===== src/rtl/dmem_arbiter.sv =====
// Data-memory arbiter: the core and a debug master share one single-port memory.
// The core has fixed priority, and a starvation guard forces a debug grant after STARVE_LIMIT denials.

module dmem_arbiter_rsp #(
  parameter int DATA_WIDTH = 32
) (
  input  logic                  vld,
  input  logic [DATA_WIDTH-1:0] m_rdata,
  output logic                  rvalid,
  output logic [DATA_WIDTH-1:0] rdata
);
  assign rvalid = vld;
  assign rdata  = vld ? m_rdata : '0;
endmodule

module dmem_arbiter #(
  parameter int DATA_WIDTH   = 32,
  parameter int ADDR_WIDTH   = 8,
  parameter int STARVE_LIMIT = 4
) (
  input  logic                    clk,
  input  logic                    rst,
  input  logic                    c_req,
  input  logic                    c_we,
  input  logic [ADDR_WIDTH-1:0]   c_addr,
  input  logic [DATA_WIDTH-1:0]   c_wdata,
  input  logic [DATA_WIDTH/8-1:0] c_be,
  output logic                    c_gnt,
  output logic                    c_rvalid,
  output logic [DATA_WIDTH-1:0]   c_rdata,
  input  logic                    d_req,
  input  logic                    d_we,
  input  logic [ADDR_WIDTH-1:0]   d_addr,
  input  logic [DATA_WIDTH-1:0]   d_wdata,
  input  logic [DATA_WIDTH/8-1:0] d_be,
  output logic                    d_gnt,
  output logic                    d_rvalid,
  output logic [DATA_WIDTH-1:0]   d_rdata,
  output logic                    m_en,
  output logic                    m_we,
  output logic [ADDR_WIDTH-1:0]   m_addr,
  output logic [DATA_WIDTH-1:0]   m_wdata,
  output logic [DATA_WIDTH/8-1:0] m_be,
  input  logic [DATA_WIDTH-1:0]   m_rdata
);
  localparam int BW = DATA_WIDTH/8;
  localparam int NP = 2;
  localparam int CW = (STARVE_LIMIT > 0) ? $clog2(STARVE_LIMIT+1) : 1;
  localparam logic [CW-1:0] CNT_MAX  = CW'(STARVE_LIMIT);
  localparam logic [CW-1:0] CNT_TRIG = CW'((STARVE_LIMIT > 0) ? STARVE_LIMIT-1 : 0);

  typedef struct packed {
    logic                  we;
    logic [ADDR_WIDTH-1:0] addr;
    logic [DATA_WIDTH-1:0] wdata;
    logic [BW-1:0]         be;
  } req_t;

  typedef enum logic {ARB, FORCE_DBG} state_t;

  state_t               state, state_nxt;
  logic [CW-1:0]        cnt, cnt_nxt;
  logic [NP-1:0]        gnt;
  logic [NP-1:0]        rd_iss, rd_pend;
  req_t [NP-1:0]        rq;
  req_t                 sel;
  logic [NP-1:0]        rvalid;
  logic [NP-1:0][DATA_WIDTH-1:0] rdata;

  // port 0 = core, port 1 = debug
  assign rq[0] = {c_we, c_addr, c_wdata, c_be};
  assign rq[1] = {d_we, d_addr, d_wdata, d_be};

  always_comb begin
    gnt       = '0;
    state_nxt = state;
    cnt_nxt   = cnt;
    if (rst) begin
      case (state)
        ARB:       if (c_req) gnt = 2'b01; else if (d_req) gnt = 2'b10;
        FORCE_DBG: if (d_req) gnt = 2'b10; else if (c_req) gnt = 2'b01;
        default:   gnt = '0;
      endcase
      if (d_req && !gnt[1]) cnt_nxt = (cnt == CNT_MAX) ? cnt : cnt + CW'(1);
      else                  cnt_nxt = '0;
      if (state == ARB && STARVE_LIMIT != 0 && d_req && !gnt[1] && cnt == CNT_TRIG)
        state_nxt = FORCE_DBG;
      if (state == FORCE_DBG && (gnt[1] || !d_req))
        state_nxt = ARB;
    end
  end

  always_ff @(posedge clk or negedge rst) begin
    if (!rst) begin
      state   <= ARB;
      cnt     <= '0;
      rd_pend <= '0;
    end else begin
      state   <= state_nxt;
      cnt     <= cnt_nxt;
      rd_pend <= rd_iss;
    end
  end

  // rd_pend is one-hot per port, so it doubles as the registered read owner
  assign rd_iss = gnt & ~{d_we, c_we};

  always_comb begin
    sel     = gnt[1] ? rq[1] : rq[0];
    m_en    = |gnt;
    m_we    = |gnt & sel.we;
    m_addr  = rst ? sel.addr  : '0;
    m_wdata = rst ? sel.wdata : '0;
    m_be    = rst ? sel.be    : '0;
  end

  for (genvar i = 0; i < NP; i++) begin : g_rsp
    dmem_arbiter_rsp #(.DATA_WIDTH(DATA_WIDTH)) u_rsp (
      .vld     (rd_pend[i]),
      .m_rdata (m_rdata),
      .rvalid  (rvalid[i]),
      .rdata   (rdata[i])
    );
  end

  assign c_gnt    = gnt[0];
  assign d_gnt    = gnt[1];
  assign c_rvalid = rvalid[0];
  assign d_rvalid = rvalid[1];
  assign c_rdata  = rdata[0];
  assign d_rdata  = rdata[1];
endmodule

===== config.mk =====
export PLATFORM = sky130hd
export DESIGN_NAME = dmem_arbiter
export DESIGN_NICKNAME = d
export VERILOG_FILES = /design/src/rtl/dmem_arbiter.sv
export SDC_FILE = /design/constraint.sdc
export NUM_CORES = 1
export LEC_CHECK = 0
export ABC_CLOCK_PERIOD_IN_PS = 1800
export CAP_MARGIN = 0
export CORE_AREA = 3 3 92 94
export CTS_CLUSTER_SIZE = 30
export DETAILED_ROUTE_END_ITERATION = 7
export DIE_AREA = 0 0 95 97
export PLACE_DENSITY = 0.74
export REMOVE_ABC_BUFFERS = 1
export SKIP_CTS_REPAIR_TIMING = 1
export SLEW_MARGIN = 20
export SYNTH_ARGS = -nofsm -noshare
export SYNTH_HDL_FRONTEND = slang
export SYNTH_SLANG_ARGS = --single-unit

===== constraint.sdc =====
create_clock -name clk -period 1.8 [get_ports clk]
set_input_delay 0.54 -clock clk [delete_from_list [all_inputs] [get_ports clk]]
set_output_delay 0.54 -clock clk [all_outputs]
set_load 0.03 [all_outputs]

==> metrics.md, run 1 <==
| Metric | Value |
|---|---|
| Yosys cell types | `31` |
| Slew Limit Fails | `0` |
| Number of synthesized register bits | `6` |
| Final Hold Viols | `0` |
| Worst-skew pair later-pin latency | `roughly 0.22 ns` |
| Netlist Area Pre-Place | `1710 um2` |
| Area growth syn-to-layout | `194%` |
| Placed cells | `601` |
| R2r endpoint | `cnt[0]$_DFFE_PN0P_` |
| Clock Path Buffers | `2` |
| Die X | `95 um` |
| Syn_area_per_cell | `6.50 um2` |
| Detail-routed via count per cell | `4.84` |
| Worst-Margin Slew | `~0.3 ns` |
| Final Setup Violations | `47` |
| Die area | `9220 um2` |
| Pwr/cell area | `326 nW/um2` |
| Highest routed layer | `met4` |
| Setup CP Type | `in2out` |
| Net count, final | `641` |
| Num CTS Buffers | `3` |
| Pleak | `0.00236 uW` |
| RSZ-0062 raised after global routing | `yes` |
| Crit. End Element | `primary output` |
| Drt pass-1 iters | `4` |
| Post-DP HPWL | `7790 um` |
| Switching Fraction | `0.418` |
| Pre-CTS setup slack | `-0.724 ns` |
| N_diodes | `0` |
| CTS Root Cell | `clkbuf_8` |
| Worst endpoint data arrival time | `1.54 ns` |
| Cell area after layout | `5030 um2` |
| Final ANT Viol Nets | `0` |
| Clock skew | `roughly 0.00082 ns` |
| Fillers | `about 640` |
| Slew headroom | `0.798` |
| Sequential fraction of the synthesis area | `0.0878` |
| Max Cap Viol | `0` |
| Gate count of the mapped netlist | `263` |
| Core area | `7730 um2` |
| Final wirelength | `about 11,000 um` |
| Layout cell share with drive strength beyond 1 | `0.508` |
| Drc violations | `0` |
| Placer Congestion | `0.867` |
| Grt ovf | `0` |
| Pin count of the biggest net entering global routing | `between 40 and 50` |
| Met2 WL | `6000 um` |
| Sequential group share of total power | `0.113` |
| R2R depth | `5` |
| WL/cell | `about 18 um` |
| Clk sinks | `6` |
| CTS tree | `done` |
| Min Tclk post-route | `2.08 ns` |
| IR drop worst, VDD | `~190 uV` |
| Net Switching | `684 uW` |
| DR iter-0 viols | `90` |
| Die Y | `about 97 um` |
| Yosys warning count | `0` |
| Critical Path RT | `1.26 ns` |
| H-tree levels | `1` |
| I/O pin count | `between 200 and 250` |
| Status | `finished with violations` |
| Hold Path Class | `in2async` |
| Int Pwr | `953 uW` |
| Hold Slack | `around 0.46 ns` |
| Initial Utilization | `0.221` |
| Post-place instance area | `4090 um2` |
| Setup WS post-layout | `-0.284 ns` |
| Clk network pwr share | `0.125` |
| Setup tns final | `-10.92 ns` |
| Highest clock rate | `0.480 GHz` |
| FP Rows | `32` |
| Metal3 WL | `1070 um` |
| Number of port buffers | `239` |
| Metal-1 WL | `~3900 um` |
| Antenna violations before repair | `0` |
| Fin crit share | `1.16` |
| Critical path fanouts, max | `8` |
| Vias post-DR | `between 2,000 and 3,000` |
| Startpoint types | `primary input` |
| GRT Total Usage | `0.187` |
| Clk slew on worst S/H paths | `0.04 ns` |
| Failing checks | `negative setup slack` |
| Finished Layout Cells | `slightly above 600` |
| R2r setup slk | `0.62 ns` |
| First-pass GRT wire length | `around 14,000 um` |
| Combinational share of power | `0.763` |
| FF-to-FF Start | `cnt[0]$_DFFE_PN0P_` |
| Vias in the first global route | `2,798` |
[worst max path at each step]
stage,from,end,slack [ns]
2_1_floorplan,rst,m_we,-0.99
3_3_place_gp,c_req,m_wdata[28],-0.68
3_5_place_dp,c_req,m_wdata[21],-0.72
4_1_cts,c_req,m_wdata[21],-0.73
5_1_grt,state$_DFFE_PN0P_,m_wdata[5],-0.34
6_report,c_req,m_wdata[31],-0.28
[Yosys cell counts]
cell type,count,area [um2]
nor2b_1,1,6.26
nand3_1,40,200
nor2_1,2,7.51
nor4_1,1,6.26
o21ai_0,33,165
a31oi_1,1,6.26
ha_1,3,37.5
nand2_1,3,11.3
buf_8,4,60.1
nand3b_1,1,7.51
or2_1,1,6.26
a41oi_1,1,8.76
o2bb2ai_1,2,17.5
o221ai_1,1,8.76
o21ai_1,12,60.1
buf_6,6,67.6
clkbuf_2,1,5.00
buf_2,6,30.0
a22o_1,1,8.76
nor2b_4,1,13.8
nand2b_1,1,6.26
nor3_1,1,5.00
nand3_2,6,60.1
clkbuf_8,4,55.1
clkbuf_1,9,33.8
a21oi_1,45,225
dfrtp_1,6,150
inv_1,4,15.0
inv_2,1,3.75
buf_12,1,20.0
and2_1,64,400
[cell usage in the layout, fill, tap and decap left out, types with 4 or more instances in the layout]
cell	synthesis	routed
dlymetal6s2s_1	0	33
buf_4	0	61
a21oi_2	0	32
nand3_1	40	25
o21ai_0	33	14
clkbuf_16	0	5
and2_1	64	34
clkdlybuf4s50_1	0	90
o21ai_1	12	19
buf_12	1	18
a21oi_1	45	12
o21ai_2	0	11
and2_4	0	30
nand3_2	6	17
buf_6	6	65
nand3_4	0	4
[layout make-up]
class | instances | area (um2) | area share
repair buffers | 275 | 3020 | 0.602
multi-input cells | 221 | 1650 | 0.329
flip-flops and latches | 6 | 159 | 0.0316
well taps | 102 | 128 | 0.0254
clock buffers | 3 | 41.3 | 0.00821
inverters | 5 | 23.8 | 0.00473
[registers in the layout, indices dropped and copies added (netlist names)]
| name | flops |
|---|---|
| cnt | 3 |
| rd_pend | 2 |
| state | 1 |
[critical path, cell delays in order]
cell and delay (ns):
buf_6 0.09, buf_6 0.11, nand2b_4 0.11, buf_12 0.15, buf_12 0.14, nand3_4 0.08
a21oi_2 0.16, buf_6 0.15
[power groups by stage]
stage / logic [uW] / registers, uW / clock network, uW
floorplan: 412 / 178 / 0
global placement: 1030 / 181 / 0
detailed placement: 1040 / 184 / 0
CTS: 1050 / 182 / 214
global route: 1320 / 188 / 222
finish: 1250 / 185 / 204
[logic make-up after synthesis]
group | Yosys count | share of synthesized area
AOI/OAI and AO/OA | 96 | 0.293
adders and majority gates | 3 | 0.0220
DFF | 6 | 0.0878
and+or+nand+nor | 122 | 0.428
buffers and inverters | 36 | 0.170
[per-stage QoR]
step           total power (uW)  utilization
2_1_floorplan               590            -
3_3_place_gp               1210        0.530
3_5_place_dp               1220        0.530
4_1_cts                    1440        0.535
5_1_grt                    1730        0.651
6_report                   1640        0.651
[metal layers]
metal / up-vias / GRT usage
met5: - / 0
met1: 1360 / 0.182
met4: 0 / 0.0388
met2: 172 / 0.373
met3: 16 / 0.0544
li1: 1415 / -
(Power assumes the default switching activity.)
==> inputs of run 2 (changes only) <==
--- a/config.mk
+++ b/config.mk
@@ -8,6 +8,7 @@
 export ABC_CLOCK_PERIOD_IN_PS = 1800
 export CAP_MARGIN = 0
 export CORE_AREA = 3 3 92 94
+export CTS_CLUSTER_DIAMETER = 60
 export CTS_CLUSTER_SIZE = 30
 export DETAILED_ROUTE_END_ITERATION = 7
 export DIE_AREA = 0 0 95 97
==> results of run 2 <==
No change in the layout: final DEF, timing and power equal those of run 1.
==> inputs of run 3 (changes only) <==
--- a/config.mk
+++ b/config.mk
@@ -7,15 +7,15 @@
 export LEC_CHECK = 0
 export ABC_CLOCK_PERIOD_IN_PS = 1800
 export CAP_MARGIN = 0
-export CORE_AREA = 3 3 92 94
+export CORE_AREA = 3 3 91 93
 export CTS_CLUSTER_DIAMETER = 60
 export CTS_CLUSTER_SIZE = 30
 export DETAILED_ROUTE_END_ITERATION = 7
-export DIE_AREA = 0 0 95 97
-export PLACE_DENSITY = 0.74
+export DIE_AREA = 0 0 94 96
+export PLACE_DENSITY = 0.76
 export REMOVE_ABC_BUFFERS = 1
 export SKIP_CTS_REPAIR_TIMING = 1
-export SLEW_MARGIN = 20
 export SYNTH_ARGS = -nofsm -noshare
 export SYNTH_HDL_FRONTEND = slang
+export SYNTH_HIERARCHICAL = 1
 export SYNTH_SLANG_ARGS = --single-unit
==> run 3 against run 2 <==
  * The run still ends with negative setup slack left
  * Sequential cell count stayed put
  * Global-route usage is 1.3 points lower
  * Clock power is 5% higher
  * Fmax is 2.9% lower
  * Critical endpoint is now m_wdata[5]
  * Critical path depth stayed put
  * Highest routed layer unchanged
  * Worst setup slack worse by 0.063 ns
  * Count of clock-buffer cells in the layout stayed put
==> metrics.md, run 3 <==
| Metric | Value |
|---|---|
| Pin count of the biggest net entering global routing | `34` |
| Largest regs | `cnt x3, rd_pend x2, state x1` |
| Pleak | `0.00237 uW` |
| Most common cell after layout, fill and taps aside | `clkdlybuf4s50_1` |
| CTS Root Cell | `clkbuf_8` |
| Initial Utilization | `0.232` |
| Worst-Margin Slew | `0.280 ns` |
| Hold Slack | `0.400 ns` |
| R2r setup slk | `0.40 ns` |
| Post-synth ARST share | `1.00` |
| Synth Area in Adders | `0.0213` |
| Synth Area in Compound Gates | `0.248` |
| Drt pass-1 iters | `4` |
| Antenna violations before repair | `3` |
| Number of synthesized register bits | `6` |
| Yosys cell types | `28` |
| Max Cap Viol | `0` |
| Fin crit share | `1.19` |
| Syn_area_per_cell | `6.76 um2` |
| Dominant synthesized flop cell | `dfrtp_1` |
| Cell area after layout | `4750 um2` |
| Net Switching | `605 uW` |
| Final Util | `0.624` |
| Clk slew on worst S/H paths | `0.04 ns` |
| Final Hold Viols | `0` |
| Min Tclk post-route | `around 2.1 ns` |
| Number of port buffers | `239` |
| Post-DP HPWL | `7690 um` |
| FP Rows | `32` |
| Hold Path Class | `in2async` |
| Switching Fraction | `0.410` |
| Slew Limit Fails | `0` |
| First-pass GRT wire length | `12,400 um` |
| Crit. End Element | `primary output` |
| Int Pwr | `870 uW` |
| Die area | `~9000 um2` |
| Clock Path Buffers | `2` |
| Simple logic cell fraction of the synthesized area | `0.534` |
| Slew headroom | `0.813` |
| GRT Total Usage | `0.173` |
| Pre-CTS setup slack | `-1.12 ns` |
| Setup CP Type | `in2out` |
| Most frequent cells after synthesis | `64 x and2_2, 47 x nand2_1, 46 x nand3_1` |
| IR drop worst, VDD | `153 uV` |
| Placer Congestion | `0.822` |
| RSZ-0062 raised after global routing | `yes` |
| Clock skew | `~0.0046 ns` |
| Combinational share of power | `0.749` |
| Post-place instance area | `~4000 um2` |
| Max FFs per register | `3` |
| Biggest register | `cnt` |
| Net count, final | `632` |
| Final ANT Viol Nets | `0` |
| Clk sinks | `6` |
| Metal3 WL | `between 900 and 1000 um` |
| Synth Area in XOR/XNOR | `0` |
| Highest clock rate | `0.466 GHz` |
| Grt ovf | `0` |
| Yosys top cell by area | `and2_2` |
| Multiplexer share of the synthesized area | `0` |
| Metal-1 WL | `between 3000 and 4000 um` |
| Drc violations | `0` |
| Yosys warning count | `6` |
| I/O pin count | `240` |
| Gate count of the mapped netlist | `261` |
| Pwr/cell area | `311 nW/um2` |
| Core area | `7610 um2` |
| CTS tree | `done` |
| Die Y | `approximately 96 um` |
| Failing checks | `negative setup slack` |
| Detail-routed via count per cell | `4.57` |
| WL/cell | `15.4 um` |
| Critical path fanouts, max | `6` |
| Die X | `94 um` |
| Vias post-DR | `2,770` |
| Synth top area cells | `and2_2 27%, o21ai_2 19%, nand3_1 13%` |
| Clk network pwr share | `0.145` |
| Met2 WL | `roughly 5200 um` |
| Setup WS post-layout | `-0.347 ns` |
| Worst endpoint data arrival time | `1.61 ns` |
| DR iter-0 viols | `85` |
| Critical Path RT | `1.26 ns` |
| Final Setup Violations | `46` |
| Num CTS Buffers | `3` |
| Largest family of logic cells by synthesized area | `simple AND/OR/NAND/NOR gates` |
| Most frequent cells in the layout | `89 x clkdlybuf4s50_1, 75 x buf_6, 58 x buf_4, 47 x nand2_1, 46 x nand3_1` |
| Post-synth EDFFs | `0` |
| Final wirelength | `9350 um` |
| Highest routed layer | `met4` |
| Sequential fraction of the synthesis area | `0.0850` |
| Setup tns final | `-12.43 ns` |
| Synth top area share | `0.272` |
| Worst-skew pair later-pin latency | `around 0.23 ns` |
| Netlist Area Pre-Place | `1770 um2` |
| Sequential group share of total power | `0.106` |
| Status | `finished with violations` |
| H-tree levels | `1` |
| Startpoint types | `primary input` |
| Most instantiated library cell after synthesis | `and2_2` |
| Area growth syn-to-layout | `169%` |
| Vias in the first global route | `approximately 2,500` |
| Layout cell share with drive strength beyond 1 | `0.517` |
-- run 3: path summary, 6_finish.rpt --
check | startpoint | to | cells past startpoint
worst max-delay path | d_req | m_wdata[5] | 8
worst min-delay path | rst | cnt[0]$_DFFE_PN0P_ | 3
worst max register to register | cnt[0]$_DFFE_PN0P_ | cnt[2]$_DFFE_PN0P_ | 4
worst min register to register | cnt[0]$_DFFE_PN0P_ | cnt[0]$_DFFE_PN0P_ | 1
max in group asynchronous | rst | rd_pend[0]$_DFF_PN0_ | 3
min in group clk | cnt[0]$_DFFE_PN0P_ | cnt[0]$_DFFE_PN0P_ | 1
-- run 3: power by group through the flow --
| stage | Sequential [uW] | Combinational (uW) | Clock (uW) |
|---|---|---|---|
| after floorplan | 154 | 412 | 0 |
| after global placement | 155 | 975 | 0 |
| after detailed placement | 156 | 983 | 0 |
| after CTS | 155 | 985 | 213 |
| after global routing | 159 | 1160 | 219 |
| final | 157 | 1100 | 214 |
-- run 3: logic make-up after synthesis --
logic type	Yosys count
DFF	6
AOI/OAI and AO/OA	54
and+or+nand+nor	165
adders and majority gates	3
buffers and inverters	33
-- run 3: cell type report --
| cell class | instances | area (um2) |
|---|---|---|
| antenna | 3 | 7.51 |
| clock buffer | 3 | 41.3 |
| fill | 627 | 2860 |
| inverter | 4 | 15.0 |
| multi-input combinational | 222 | 1630 |
| sequential | 6 | 158 |
| tap | 102 | 128 |
| timing repair buffer | 266 | 2770 |
-- run 3: stage by stage --
stage / cells / total power (uW)
after floorplan: 232 / 566
after global placement: 596 / 1130
after detailed placement: 596 / 1140
after CTS: 599 / 1350
after global routing: 606 / 1540
final: 606 / 1480
-- run 3: routing by layer --
layer,vias to the layer above,GRT usage
met5,-,0
met4,0,0.0554
met3,10,0.0539
met2,150,0.348
met1,1260,0.166
li1,1350,-
-- run 3: worst max-delay path, stage by stage --
cell and delay (ns):
buf_8 0.10, and2_4 0.16, and2_4 0.14, buf_12 0.14, buf_12 0.13, buf_6 0.12, o21ai_2 0.12, buf_6 0.14
